<file path="config.mk">
export PLATFORM = sky130hd
export DESIGN_NAME = mul_div_unit
export DESIGN_NICKNAME = d
export VERILOG_FILES = /design/src/rtl/mips_pkg.sv /design/src/rtl/abs32.sv /design/src/rtl/mul_div_unit.sv
export SDC_FILE = /design/constraint.sdc
export NUM_CORES = 1
export LEC_CHECK = 0
export ABC_AREA = 0
export BUFFER_PORTS_ARGS = -buffer_cell sky130_fd_sc_hd__buf_2
export CORE_UTILIZATION = 60
export DETAILED_ROUTE_END_ITERATION = 10
export GPL_TIMING_DRIVEN = 0
export PLACE_DENSITY = 0.79
export REMOVE_ABC_BUFFERS = 1
export SETUP_SLACK_MARGIN = 0.05
export SYNTH_ARGS = -nofsm -noshare
export SYNTH_HDL_FRONTEND = slang
export SYNTH_SLANG_ARGS = --single-unit
export TNS_END_PERCENT = 50
</file>
<file path="constraint.sdc">
create_clock -name Clk -period 8.3 [get_ports Clk]
set_input_delay 0.83 -clock Clk [delete_from_list [all_inputs] [get_ports Clk]]
set_output_delay 0.83 -clock Clk [all_outputs]
set_load 0.1 [all_outputs]
</file>
<file path="src/rtl/mips_pkg.sv">
// Shared encodings for the HI/LO multiply-divide unit.
package mips_pkg;

  typedef enum logic [2:0] {
    OP_MULT  = 3'd0,
    OP_MULTU = 3'd1,
    OP_DIV   = 3'd2,
    OP_DIVU  = 3'd3,
    OP_MADD  = 3'd4,
    OP_MSUB  = 3'd5,
    OP_MTHI  = 3'd6,
    OP_MTLO  = 3'd7
  } op_e;

  typedef enum logic [1:0] {
    IDLE = 2'd0,
    CALC = 2'd1,
    FIX  = 2'd2,
    DONE = 2'd3
  } state_e;

  // One operand bit is consumed per CALC cycle.
  localparam int ITERS = 32;

  // Ops that work on magnitudes and need a sign fix-up afterwards.
  function automatic logic op_signed(op_e op);
    return op inside {OP_MULT, OP_DIV, OP_MADD, OP_MSUB};
  endfunction

endpackage

</file>
<file path="src/rtl/abs32.sv">
// Two's-complement magnitude; passes the value through for unsigned ops.
module abs32 #(
  parameter int W = 32
) (
  input  logic [W-1:0] a,
  input  logic         sgn,
  output logic [W-1:0] mag
);

  assign mag = (sgn && a[W-1]) ? -a : a;

endmodule

</file>
<file path="src/rtl/mul_div_unit.sv">
// Iterative HI/LO multiply/divide unit: 1 bit per cycle on magnitudes,
// sign fix-up in FIX, HI/LO written only on entry to DONE.
module mul_div_unit
  import mips_pkg::*;
#(
  parameter int WIDTH = 32
) (
  input  logic             Clk,
  input  logic             Rst,
  input  logic             Start,
  input  logic [2:0]       Op,
  input  logic [WIDTH-1:0] A,
  input  logic [WIDTH-1:0] B,
  output logic             Busy,
  output logic             Done,
  output logic             DivByZero,
  output logic [WIDTH-1:0] Hi,
  output logic [WIDTH-1:0] Lo
);

  state_e             state_q, state_d;
  op_e                op_q, op_in;
  logic [WIDTH-1:0]   ph, pl, dv;
  logic               neg_q, rneg_q, dbz_q;
  logic [4:0]         cnt;
  logic [WIDTH-1:0]   mag_a, mag_b;
  logic               sgn_in, div_in, short_in, accept;
  logic [WIDTH:0]     sum, shifted;
  logic [WIDTH-1:0]   diff, ph_nx, pl_nx;
  logic [2*WIDTH-1:0] prod, sprod, res;

  assign op_in    = op_e'(Op);
  assign sgn_in   = op_signed(op_in);
  assign div_in   = op_in inside {OP_DIV, OP_DIVU};
  assign short_in = (op_in inside {OP_MTHI, OP_MTLO}) || (div_in && (B == '0));
  assign accept   = Start && !Busy;

  assign Busy      = (state_q == CALC) || (state_q == FIX);
  assign Done      = (state_q == DONE);
  assign DivByZero = Done && dbz_q;

  abs32 #(.W(WIDTH)) u_abs_a (.a(A), .sgn(sgn_in), .mag(mag_a));
  abs32 #(.W(WIDTH)) u_abs_b (.a(B), .sgn(sgn_in), .mag(mag_b));

  // State register.
  always_ff @(posedge Clk or negedge Rst) begin
    if (!Rst) state_q <= IDLE;
    else      state_q <= state_d;
  end

  // Next state: moves and divide-by-zero skip straight to DONE.
  always_comb begin
    state_d = state_q;
    unique case (state_q)
      IDLE, DONE: begin
        state_d = IDLE;
        if (accept) state_d = short_in ? DONE : CALC;
      end
      CALC:    if (cnt == 5'(ITERS - 1)) state_d = FIX;
      FIX:     state_d = DONE;
      default: state_d = IDLE;
    endcase
  end

  // One iteration: shift-add for multiply, restoring step for divide.
  // {ph,pl} holds partial product / {remainder,quotient}; dv is the
  // multiplicand or divisor magnitude.
  always_comb begin
    sum     = {1'b0, ph} + (pl[0] ? {1'b0, dv} : '0);
    shifted = {ph, pl[WIDTH-1]};
    diff    = shifted[WIDTH-1:0] - dv;
    ph_nx   = sum[WIDTH:1];
    pl_nx   = {sum[0], pl[WIDTH-1:1]};
    if (op_q inside {OP_DIV, OP_DIVU}) begin
      if (shifted >= {1'b0, dv}) begin
        ph_nx = diff;
        pl_nx = {pl[WIDTH-2:0], 1'b1};
      end else begin
        ph_nx = shifted[WIDTH-1:0];
        pl_nx = {pl[WIDTH-2:0], 1'b0};
      end
    end
  end

  // Sign fix-up and accumulate; HI/LO are stable until DONE so MADD/MSUB
  // see the value that was there at acceptance.
  always_comb begin
    prod  = {ph, pl};
    sprod = neg_q ? -prod : prod;
    res   = sprod;
    case (op_q)
      OP_MADD:         res = {Hi, Lo} + sprod;
      OP_MSUB:         res = {Hi, Lo} - sprod;
      OP_DIV, OP_DIVU: res = {(rneg_q ? -ph : ph), (neg_q ? -pl : pl)};
      default:         res = sprod;
    endcase
  end

  // Datapath: latch operands on accept, iterate in CALC, commit in FIX.
  always_ff @(posedge Clk or negedge Rst) begin
    if (!Rst) begin
      op_q   <= OP_MULT;
      ph     <= '0;
      pl     <= '0;
      dv     <= '0;
      neg_q  <= 1'b0;
      rneg_q <= 1'b0;
      dbz_q  <= 1'b0;
      cnt    <= '0;
      Hi     <= '0;
      Lo     <= '0;
    end else if (accept) begin
      op_q   <= op_in;
      cnt    <= '0;
      ph     <= '0;
      pl     <= div_in ? mag_a : mag_b;
      dv     <= div_in ? mag_b : mag_a;
      neg_q  <= sgn_in && (A[WIDTH-1] ^ B[WIDTH-1]);
      rneg_q <= sgn_in && A[WIDTH-1];
      dbz_q  <= div_in && (B == '0);
      if (op_in == OP_MTHI) Hi <= A;
      if (op_in == OP_MTLO) Lo <= A;
    end else if (state_q == CALC) begin
      ph  <= ph_nx;
      pl  <= pl_nx;
      cnt <= cnt + 5'd1;
    end else if (state_q == FIX) begin
      Hi <= res[2*WIDTH-1:WIDTH];
      Lo <= res[WIDTH-1:0];
    end
  end

endmodule

</file>
# ---- Word level (Yosys, flattened, before mapping)
# Cells that the tools add are included.
dict set report word_totals {
  regBits 173
  out_inout_bits 67
  inputBits 70
}
dict set report op_classes {
  eq_ne 18
  muxes 31
  magnitude_cmp 1
  n_addsub 10
  bitwise 1
  reduce_logical 22
}
# cell n
set ops {}
lappend ops {{$mux 32} 22}
lappend ops {{$pmux 64 s3} 1}
lappend ops {{$neg 32->32} 4}
lappend ops {{$add 64x64->64} 1}
lappend ops {{$mux 64} 1}
lappend ops {{$neg 64->64} 1}
lappend ops {{$sub 64x64->64} 1}
lappend ops {{$add 32x32->33} 1}
lappend ops {{$ge 33x32->1} 1}
lappend ops {{$logic_not 32->1} 1}
lappend ops {{$sub 32x32->32} 1}
lappend ops {{$eq 3x3->1 const B} 6}
lappend ops {{$eq 3x2->1 const B} 4}
lappend ops {{$mux 5} 2}
lappend ops {{$reduce_bool 2->1} 5}
lappend ops {{$logic_and 1x1->1} 6}
lappend ops {{$mux 2} 3}
lappend ops {{$ne 2x1->1 const B} 3}
lappend ops {{$pmux 2 s3} 1}
lappend ops {{$reduce_and 3->1} 2}
lappend ops {{$add 5x1->5 const B} 1}
lappend ops {{$eq 5x5->1 const B} 1}
lappend ops {{$eq 2x2->1 const B} 2}
lappend ops {{$reduce_bool 4->1} 1}
lappend ops {{9 further kinds} 11}

# ---- Longest topological paths before layout
dict set report depth {
  depth_word 7
  depth_mapped 29
}

# ---- Hierarchy
# Synthesis repeated with hierarchy kept, for this count alone.
dict set report hier_totals {
  hier_cells 2921
  area_unflattened_um2 21775.9
}
# mod area_each_um2 instances cells_per_inst
set modules_own_cells {}
lappend modules_own_cells {mul_div_unit 20447.1 1 2727}
lappend modules_own_cells {abs32 664.4 2 97}

# ---- Worst setup path before layout
# OpenSTA, ideal clock, no wires.
dict set report synth_path {
  path_type {reg2reg}
  start {register pl[0]}
  end {register Hi[28]}
  path_buffers 2
  synth_period_minus_slack_ps 6626
  t_arrival_ps 6500
  stages_incl_launch_ff 27
  path_slack_ps 1674
  cell_sequence {dfrtp_1 > clkinv_1 > clkbuf_1 > ha_1 > or4b_4 > buf_6 > nor3_4 > nor2_1 > or4b_4 > nand4bb_1 > or3_1 > or3_4 > or2_2 > or3_1 > o21ai_0 > xnor2_1 > ha_1 > nand3_1 > nor2_1 > nand3_1 > or2_2 > o22a_1 > nand3_1 > nand3_1 > o31ai_1 > xor2_1 > a221o_1}
}
dict set report synth_via {
  elab_chain_cells 7
  word_cells_on_any_way 8
  cone_classes {add/sub: 3; mux: 5}
}
# element line
set synth_lines {}
lappend synth_lines {{start, declared} mul_div_unit.sv:23} ;# logic [WIDTH-1:0] ph, pl, dv;
lappend synth_lines {{start signal, assigned} mul_div_unit.sv:116} ;# pl <= div_in ? mag_a : mag_b;
lappend synth_lines {{start signal, assigned} mul_div_unit.sv:125} ;# pl <= pl_nx;
lappend synth_lines {{$neg 64->64} mul_div_unit.sv:89} ;# sprod = neg_q ? -prod : prod;
lappend synth_lines {{$mux 64 (*)} mul_div_unit.sv:89}
lappend synth_lines {{$sub 64x64->64 or $add 64x64->64 (tied branches)} {mul_div_unit.sv:93, mul_div_unit.sv:92}}
lappend synth_lines {{$pmux 64 s3 (*)} mul_div_unit.sv:91} ;# case (op_q)
lappend synth_lines {{$mux 32 (*)} mul_div_unit.sv:127} ;# end else if (state_q == FIX) begin
lappend synth_lines {{$mux 32 (*)} mul_div_unit.sv:123} ;# end else if (state_q == CALC) begin
lappend synth_lines {{$mux 32 (*)} mul_div_unit.sv:112} ;# end else if (accept) begin
lappend synth_lines {{end signal, assigned} mul_div_unit.sv:128} ;# Hi <= res[2*WIDTH-1:WIDTH];
lappend synth_lines {{end, declared} mul_div_unit.sv:17} ;# output logic [WIDTH-1:0] Hi,
# Mark *: on every way between the ends. The rest lies on a longest branch, timed or not. The select of a mux whose other input is x is not followed.
# A chain may end at the register's enable or synchronous reset.

# ---- Final worst setup path
dict set report layout_path {
  start {register pl[0]}
  end {register Hi[27]}
}
# Same word-level chain as after synthesis.

==> results.rst <==
.. list-table::
   :header-rows: 1

   * - Metric
     - Value
   * - Vias in the first global route
     - roughly 21,000
   * - Per-instance average area after synthesis
     - between 7 and 8 um^2
   * - Y dimension of the die
     - 191 um
   * - Routed met1 length
     - between 30 and 40 mm
   * - Floorplan Core Area
     - about 0.035 mm^2
   * - Share of cells above drive strength 1
     - 0.0877
   * - Area of the mapped netlist
     - 0.0215 mm^2
   * - Total CTS buffers
     - 17
   * - Worst min path class
     - in -> async
   * - Port Buffer Count
     - 136
   * - Kind of end point of the critical path
     - register
   * - Worst Setup Path Type
     - reg -> reg
   * - Number of nets in the finished design
     - 3,095
   * - Share of the core filled with cells in the final layout
     - 0.649
   * - Clk pin slew, worst setup/hold paths
     - 0.08 ns
   * - GPL Wtd Cong
     - 1.01
   * - Root Buffer
     - sky130_fd_sc_hd__clkbuf_16
   * - First-pass iteration count of the detailed router
     - 5
   * - Worst-case clock buffer depth
     - 2
   * - Slew HR
     - 0.0184
   * - Unrepaired setup endpoints after global routing
     - false
   * - Number of enable-type register cells in the synthesized netlist
     - 0
   * - Largest net degree at the start of global routing
     - between 100 and 150
   * - Post-Place Cell Area
     - 0.0223 mm^2
   * - Total number of placement rows
     - 69
   * - Highest fanout seen on the critical path
     - 35
   * - Met3 wire length
     - 8.10 mm
   * - Slowest cell delay on critical path
     - 0.75 ns
   * - Sequential-to-total area share from yosys stat
     - 0.201
   * - Width of the die
     - 191 um
   * - Fillcell total
     - 3,199
   * - Max-Cap Viols
     - 0
   * - Count of cell types in the netlist
     - 87
   * - Worst-path cell with the longest stage delay
     - sky130_fd_sc_hd__or4bb_1
   * - First-pass GRT wire length
     - between 100 and 150 mm
   * - Worst R2R Setup Slack
     - 0.55 ns
   * - Iteration-0 DRC count of the detailed router
     - 2,703
   * - Category of cells accounting for the largest share of critical-path delay
     - compound AO/OA/AOI/OAI gates
   * - Number of instances in the synthesized netlist
     - just under 3,000
   * - Area used by multi-input combinational logic
     - 0.0161 mm^2
   * - Number of synthesized register bits
     - 173
   * - Antenna violations before repair
     - 1
   * - Final-report max-slew violation count
     - 0
   * - Total gr overflow
     - 0
   * - Final critical-path required period
     - 7.75 ns
   * - Fin. Hold Viols
     - 0
   * - Post-Route Skew
     - ~0.013 ns
   * - Final setup violating endpoints
     - 0
   * - Initial Utilization
     - 0.608
   * - TritonCTS clock tree
     - done
   * - Number of sinks on the clock net
     - between 150 and 200
   * - Total wire length
     - ~78 mm
   * - Postcts setup bufs
     - 0
   * - Top layer reached by signal wires
     - met4
   * - Critical path startpoint
     - pl[0]
   * - Number of vias after detailed routing
     - approximately 23,000
   * - Synth async-reset ratio
     - 1.00
   * - Period utilization
     - 0.934
   * - Pin slew with the least headroom to its limit
     - 1.47 ns
   * - Post-layout instance area
     - approximately 0.023 mm^2
   * - Main flop type after synthesis
     - sky130_fd_sc_hd__dfrtp_1
   * - Reg2reg path depth
     - 25
   * - Run status
     - complete, no violations
   * - Data arrival time of the critical path
     - between 8 and 9 ns
   * - Detailed Place HPWL
     - roughly 60 mm
   * - Peak clock frequency supported by timing
     - 129 MHz
   * - Buffers & Inverters on Critical Path
     - 1
   * - Drc violations
     - 0
   * - Post-route ant nets
     - 0
   * - Count of yosys warnings during synthesis
     - 0
   * - Data required time of the worst path
     - approximately 8.6 ns
   * - Sequential cell area
     - 0.00433 mm^2
   * - H-tree levels
     - 4
   * - Number of top-level pins
     - 137
   * - Clk_lat worst skew
     - 0.47 ns
   * - P&R area growth vs syn
     - 6.72%
   * - FF-to-FF End
     - Hi[27]
   * - Metal2 WL
     - 34.0 mm
   * - GRT Resource Usage Total
     - 0.424
   * - Area of the die
     - around 0.037 mm^2
   * - Via count normalized by instance count
     - 6.83
   * - Source of the worst register-to-register timing path
     - pl[0]
   * - Kind of start point of the critical path
     - register
   * - Wirelength per Cell
     - 23.3 um
   * - Worst-case hold slack
     - 0.440 ns
[synthesized netlist by cell type, types with 12 or more instances]
master                       n  share of area
sky130_fd_sc_hd__o21a_1     12         0.0042
sky130_fd_sc_hd__o221ai_1   29          0.012
sky130_fd_sc_hd__a221oi_1   22         0.0089
sky130_fd_sc_hd__o21ai_0   332          0.077
sky130_fd_sc_hd__a221o_1    13         0.0060
sky130_fd_sc_hd__nor4_1     22         0.0064
sky130_fd_sc_hd__clkbuf_1  174          0.030
sky130_fd_sc_hd__ha_1      139          0.081
sky130_fd_sc_hd__nor3_1     46          0.011
sky130_fd_sc_hd__a211oi_1   19         0.0066
sky130_fd_sc_hd__nand3_1    65          0.015
sky130_fd_sc_hd__xnor2_1   179          0.073
sky130_fd_sc_hd__a21o_1     97          0.034
sky130_fd_sc_hd__nor2b_1    14         0.0041
sky130_fd_sc_hd__mux2i_1    56          0.026
sky130_fd_sc_hd__o21bai_1   16         0.0056
sky130_fd_sc_hd__or3_1      27         0.0078
sky130_fd_sc_hd__inv_1      98          0.017
sky130_fd_sc_hd__a31oi_1    36          0.010
sky130_fd_sc_hd__nand4_1    29         0.0084
sky130_fd_sc_hd__nand2b_1   30         0.0087
sky130_fd_sc_hd__and3_1     22         0.0064
sky130_fd_sc_hd__or4_1      14         0.0049
sky130_fd_sc_hd__o211ai_1   76          0.027
sky130_fd_sc_hd__buf_1      15         0.0026
sky130_fd_sc_hd__o31ai_1    41          0.014
sky130_fd_sc_hd__or2_2      16         0.0046
sky130_fd_sc_hd__a21oi_1   250          0.058
sky130_fd_sc_hd__nand2_1   310          0.054
sky130_fd_sc_hd__nor2_1    217          0.038
sky130_fd_sc_hd__and2_1     15         0.0044
sky130_fd_sc_hd__o41ai_1    18         0.0073
sky130_fd_sc_hd__xor2_1    151          0.061
sky130_fd_sc_hd__dfrtp_1   173           0.20
[metrics by stage]
stage / setup TNS [ns] / setup WS [ns] / cells
2_1_floorplan: 0 / 1.71 / 2714
3_3_place_gp: -1.49 / -0.362 / 3311
3_5_place_dp: -0.0193 / -0.0193 / 3324
4_1_cts: 0 / 0.179 / 3356
5_1_grt: 0 / 0.0510 / 3358
6_report: 0 / 0.549 / 3360
[how the worst max path moves through the flow]
stage / endpoint / cells after the start
final: Hi[27] / 25
after global routing: Hi[29] / 26
after CTS: Hi[29] / 26
after detailed placement: Hi[29] / 26
after global placement: Hi[23] / 25
after floorplan: Hi[28] / 24
[sequential cells by signal, summed over array words and instances, names as in the netlist]
signal and count:
state_q 2, ph 32, op_q 3, pl 32, neg_q 1, Hi 32, rneg_q 1, Lo 32
dbz_q 1, dv 32, cnt 5
[layer usage]
metal	global-route usage	vias to the layer above
met4	0.192	0
met2	0.645	1307
met5	0	-
met3	0.0705	195
met1	0.586	10900
li1	-	10500
[cell usage in the layout, fill, tap and decap left out, types with 27 or more instances in the layout]
| cell | n |
|---|---|
| sky130_fd_sc_hd__inv_1 | 98 |
| sky130_fd_sc_hd__mux2i_1 | 56 |
| sky130_fd_sc_hd__nand4_1 | 29 |
| sky130_fd_sc_hd__nor2_1 | 214 |
| sky130_fd_sc_hd__xor2_1 | 151 |
| sky130_fd_sc_hd__a21o_1 | 97 |
| sky130_fd_sc_hd__xnor2_1 | 179 |
| sky130_fd_sc_hd__ha_1 | 136 |
| sky130_fd_sc_hd__nand2b_1 | 30 |
| sky130_fd_sc_hd__o221ai_1 | 29 |
| sky130_fd_sc_hd__o31ai_1 | 41 |
| sky130_fd_sc_hd__nand2_1 | 306 |
| sky130_fd_sc_hd__o21ai_0 | 332 |
| sky130_fd_sc_hd__nand3_1 | 65 |
| sky130_fd_sc_hd__a31oi_1 | 36 |
| sky130_fd_sc_hd__nor3_1 | 45 |
| sky130_fd_sc_hd__or3_1 | 27 |
| sky130_fd_sc_hd__dfrtp_1 | 172 |
| sky130_fd_sc_hd__buf_2 | 135 |
| sky130_fd_sc_hd__o211ai_1 | 76 |
| sky130_fd_sc_hd__a21oi_1 | 250 |
[logic make-up after synthesis]
family                     Yosys count  synth area share
AOI/OAI and AO/OA                 1039             0.304
buffers and inverters              305            0.0552
and+or+nand+nor                    869             0.193
DFF                                173             0.201
adders and majority gates          142            0.0836
muxes                               61            0.0287
xor gates and xnor gates           330             0.134
[area by class of cell]
cell class | count | area share
multi-input cells | 2441 | 0.700
flip-flops and latches | 173 | 0.188
repair buffers | 150 | 0.0427
well taps | 461 | 0.0251
clock buffers | 18 | 0.0191
inverters | 100 | 0.0166
clock inverters | 14 | 0.00757
diodes | 3 | 0.000327
[worst register-to-register path, delay by kind of cell, from the launching register on]
kind	cells	cell delay, ns
buf+inv	1	0.30
simple gates	9	2.80
fa+ha+maj	2	0.71
flops	1	0.52
compound gates	11	2.86
xor+xnor	2	0.45
[timing repair]
action                                  CTS  global route
endpoints found under the setup margin    2            21
resized for setup                         1             4
hold buffers                              0             0
pin swaps                                 0             0
Power is not shown: default switching activity piles up to over one toggle a cycle in this logic, so the estimate is an artifact.
